$ cat config.mk
export PLATFORM = sky130hd
export DESIGN_NAME = riscv_mem_arbiter
export DESIGN_NICKNAME = d
export VERILOG_FILES = /design/src/rtl/riscv_mem_arbiter.sv
export SDC_FILE = /design/constraint.sdc
export NUM_CORES = 1
export LEC_CHECK = 0
export ABC_AREA = 1
export CAP_MARGIN = 10
export CORE_AREA = 2 2 126 128
export CTS_CLUSTER_DIAMETER = 40
export CTS_CLUSTER_SIZE = 30
export DETAILED_ROUTE_END_ITERATION = 10
export DIE_AREA = 0 0 128 130
export HOLD_SLACK_MARGIN = 0.06
export PLACE_DENSITY = 0.6
export SYNTH_ARGS = -nofsm -noshare
export SYNTH_HDL_FRONTEND = slang
export SYNTH_SLANG_ARGS = --single-unit
$ cat constraint.sdc
create_clock -name clk -period 1.75 [get_ports clk]
set_input_delay 0.35 -clock clk [delete_from_list [all_inputs] [get_ports clk]]
set_output_delay 0.35 -clock clk [all_outputs]
set_load 0.02 [all_outputs]
$ cat src/rtl/riscv_mem_arbiter.sv
// Two-into-one val/rdy memory request arbiter for the core's imem and dmem ports.
// An in-order tag FIFO steers each memory response back to the port that issued it.
module riscv_mem_arbiter #(
    parameter int unsigned REQ_SZ    = 67,
    parameter int unsigned RESP_SZ   = 35,
    parameter int unsigned MAX_OUT   = 4,
    parameter int unsigned FIXED_PRI = 0
) (
    input  logic                         clk,
    input  logic                         reset,

    input  logic [REQ_SZ-1:0]            imemreq_msg,
    input  logic                         imemreq_val,
    output logic                         imemreq_rdy,
    output logic [RESP_SZ-1:0]           imemresp_msg,
    output logic                         imemresp_val,

    input  logic [REQ_SZ-1:0]            dmemreq_msg,
    input  logic                         dmemreq_val,
    output logic                         dmemreq_rdy,
    output logic [RESP_SZ-1:0]           dmemresp_msg,
    output logic                         dmemresp_val,

    output logic [REQ_SZ-1:0]            memreq_msg,
    output logic                         memreq_val,
    input  logic                         memreq_rdy,
    input  logic [RESP_SZ-1:0]           memresp_msg,
    input  logic                         memresp_val,

    output logic [$clog2(MAX_OUT):0]     outstanding,
    output logic                         resp_err
);

    localparam int unsigned PtrW = $clog2(MAX_OUT);
    localparam int unsigned CntW = PtrW + 1;

    logic [MAX_OUT-1:0] tags_q;
    logic [PtrW-1:0]    head_q, tail_q;
    logic [CntW-1:0]    count_q;
    logic               last_grant_q;
    logic               resp_err_q;

    logic full, empty, grant, fire, pop, head_tag;

    // Full blocks issue even if a response pops this cycle: no memresp -> memreq path.
    assign full     = (count_q == CntW'(MAX_OUT));
    assign empty    = (count_q == '0);
    assign head_tag = tags_q[head_q];

    always_comb begin
        grant = dmemreq_val;
        if (imemreq_val && dmemreq_val) begin
            grant = (FIXED_PRI != 0) ? 1'b1 : ~last_grant_q;
        end
    end

    assign memreq_val  = (imemreq_val | dmemreq_val) & ~full;
    assign memreq_msg  = grant ? dmemreq_msg : imemreq_msg;
    assign imemreq_rdy = imemreq_val & ~grant & memreq_rdy & ~full;
    assign dmemreq_rdy = dmemreq_val &  grant & memreq_rdy & ~full;

    assign fire = memreq_val & memreq_rdy;
    assign pop  = memresp_val & ~empty;

    assign imemresp_val = pop & ~head_tag;
    assign dmemresp_val = pop &  head_tag;
    assign imemresp_msg = memresp_msg;
    assign dmemresp_msg = memresp_msg;

    assign outstanding = count_q;
    assign resp_err    = resp_err_q;

    always_ff @(posedge clk or negedge reset) begin
        if (!reset) begin
            tags_q       <= '0;
            head_q       <= '0;
            tail_q       <= '0;
            count_q      <= '0;
            last_grant_q <= 1'b1;
            resp_err_q   <= 1'b0;
        end else begin
            if (fire) begin
                tags_q[tail_q] <= grant;
                tail_q         <= tail_q + 1'b1;
                last_grant_q   <= grant;
            end
            if (pop) begin
                head_q <= head_q + 1'b1;
            end
            if (fire && !pop) begin
                count_q <= count_q + 1'b1;
            end else if (!fire && pop) begin
                count_q <= count_q - 1'b1;
            end
            if (memresp_val && empty) begin
                resp_err_q <= 1'b1;
            end
        end
    end

endmodule

==> results.toml <==
[sta]
finalCritPeriodShare = 1.07
final_hold_viol_count = 0
fmax_mhz = 532
worstMarginPinSlew_ns = 0.332
min_period_ns = 1.88
skew_ns = 0.000965
drv_slew = 0
setup_viol = 68
rsz0062_at_grt = "true"
whs_ns = 0.375
relSlewSlack = 0.778
setup_ws_ns = -0.129

[synthesis]
syn_nets = 551
synth_area_sq_mm = 0.00209
yosysWarnings = 0
ys_types = 20
seq_area_frac_synth = 0.156
synth_cells = 370
ys_ff_latch = 13
avgSynthCellArea_sq_um = 5.65

[clock_tree]
clkSinkCount = 13
cts_tree = "done"
clock_latency_ns = 0.24
cts.reportedPaths.clkPinSlew_ns = 0.04
h-tree-depth = 1
cts-root-buf = "clkbuf_16"
ctsLongestPathBuffers = 2
ctsHoldBuffers = 0
cts_buffers = 3

[global_routing]
grt_start_max_net_pins = 17
grt-ovfl-total = 0
antenna_found_initial = 0
grt_pass1_vias = 2744
grt_pass1_wl_um = 14900
grt_usage = 0.116

[worst_hold_path]
hold_class = "primary input to asynchronous set/reset pin"

[floorplanning]
die_y_um = 130
design.core.area_sq_mm = 0.0154
die_area_sq_mm = 0.0166
start_util = 0.135
boundaryPins = 321
rows = 46
die_x_um = 128

[layout]
fill_cells = 1586
multi_input_area_sq_mm = 0.00169
diodes = 0
regArea_sq_um = 329
nets = 732
areaGrowthSynthToFinish_pct = 152
final_area_sq_mm = 0.00527
stdcell_count = 742
layout-drive-gt1-share = 0.493

[critical_path]
required_ns = 1.40
cpMostUsedCell = "buf_6"
worst-path-max-fanout = 7
slowest_delay_ns = 0.55
slowest_stage = "dfstp_2"
crit_buf_inv = 4
end_kind = "output port"
critical_path.top_delay_family = "flip-flops"
path_cells = "a21oi_4 > buf_6 > buf_12 > buf_16 > nand2_4 > nand2_2 > buf_6"
start_kind = "register"
arrival_ns = 1.53
critPathKind = "register to output port"

[routing]
ant_nets = 0
wl_per_cell_um = 14.8
via_per_inst = 3.88
drt_pass1_iterations = 4
drc_errors = 0
first_iter_violations = 108
num_vias = 2878
drt-total-wl_um = 11000

[place]
placed_cells = 714
place.port_buffers = 215
place_area_sq_mm = 0.00411
place_congestion = 0.718
dp_hpwl_um = 6620

[pwr]
power_density_mw_per_mm2 = 848
finalPower_mw = 4.47
p_leak_nw = 2.55
vdd_drop_max_v = 0.000541

[status]
status = "finished with violations"
violations = "setup timing"

[run]
max-cap-violations = 0
## timing repair
| action | in CTS | in global routing |
|---|---|---|
| pin swaps | 21 | 26 |
| resized for setup | 496 | 140 |
| setup buffers | 15 | 3 |
| gates cloned | 11 | 0 |
| endpoints found under the setup margin | 75 | 74 |
## cells by family (layout without fill, tap and decap cells)
family,Yosys count,count (layout),share of synthesized area
compound gates,8,8,0.0287
xor+xnor,5,5,0.0210
fa+ha+maj,6,6,0.0395
buf+inv,98,278,0.311
flops,13,13,0.156
simple gates,240,240,0.444
## area by class of cell
type / instances / area share
Tap cell: 192 / 0.0456
Timing Repair Buffer: 261 / 0.546
Clock buffer: 4 / 0.0150
Multi-Input combinational cell: 259 / 0.320
Sequential cell: 13 / 0.0624
Inverter: 13 / 0.0102
## cells in the final DEF, fill, tap and decap left out, types with 4 or more instances in the layout
master             n
buf_12             6
buf_16            10
buf_4             19
buf_6             76
clkdlybuf4s50_1  140
dfrtp_1           10
ha_1               4
inv_1              8
inv_2              4
nand2_1           93
nand2_2           92
nand2_4           39
nand4_1            8
nor2_4             4
## where the power goes
group / switching (mW) / internal (mW)
clock network: 0.123 / 0.307
registers: 0.106 / 0.459
logic: 1.70 / 1.78
## routing by layer
metal  share of wire  vias to the layer above  GRT usage
li1                -                     1424          -
met1            0.43                     1270      0.161
met2            0.46                      157      0.180
met3           0.081                       27     0.0254
met4           0.023                        0     0.0375
met5               0                        -          0
## flip-flops by register name, summed over array words and instances (netlist names)
signal / count
last_grant_q: 1
resp_err: 1
tags_q: 4
outstanding: 3
tail_q: 2
head_q: 2
## worst register-to-register path: stages (launching register included)
cell and delay [ns]:
dfrtp_2 0.41, nor2_4 0.13, nand2_2 0.07, nand2_2 0.08, buf_6 0.12, ha_4 0.13, inv_2 0.04, fa_2 0.34
nand2_1 0.09, nand3_2 0.07, xor2_1 0.14
## Yosys cell counts
cell | n | share of area
a21oi_4 | 1 | 0.0078
inv_2 | 1 | 0.0018
nand2_1 | 224 | 0.40
a31o_2 | 1 | 0.0042
nor2_2 | 1 | 0.0030
xor2_1 | 3 | 0.013
ha_1 | 5 | 0.030
buf_2 | 15 | 0.036
dfstp_2 | 1 | 0.013
o211ai_1 | 2 | 0.0072
a21oi_1 | 2 | 0.0048
fa_1 | 1 | 0.0096
buf_4 | 70 | 0.25
inv_1 | 12 | 0.022
dfrtp_1 | 12 | 0.14
nor2_1 | 4 | 0.0072
o21ai_1 | 2 | 0.0048
nand4_1 | 8 | 0.024
nand3_1 | 3 | 0.0072
xnor2_1 | 2 | 0.0084
## path summary, 6_finish.rpt
path                                 from        endpoint  slack (ns)  cells past startpoint
max in group asynchronous           reset       tags_q[3]        0.96                      2
hold / removal                      reset  outstanding[2]        0.37                      1
hold reg to reg                  resp_err        resp_err        0.46                      1
setup / recovery             last_grant_q   memreq_msg[2]       -0.13                      7
min in group clk                 resp_err        resp_err        0.46                      1
setup reg to reg           outstanding[0]  outstanding[2]        0.02                     10
## through the flow
step                      utilization  TNS (ns)  setup WS [ns]
after floorplan                     -  -0.00114       -0.00114
after global placement          0.266    -49.51         -0.750
after detailed placement        0.266    -49.94         -0.735
after global routing            0.342    -11.27         -0.209
final                           0.342     -6.58         -0.129
after CTS                       0.319     -8.92         -0.212
(Power assumes the default switching activity.)
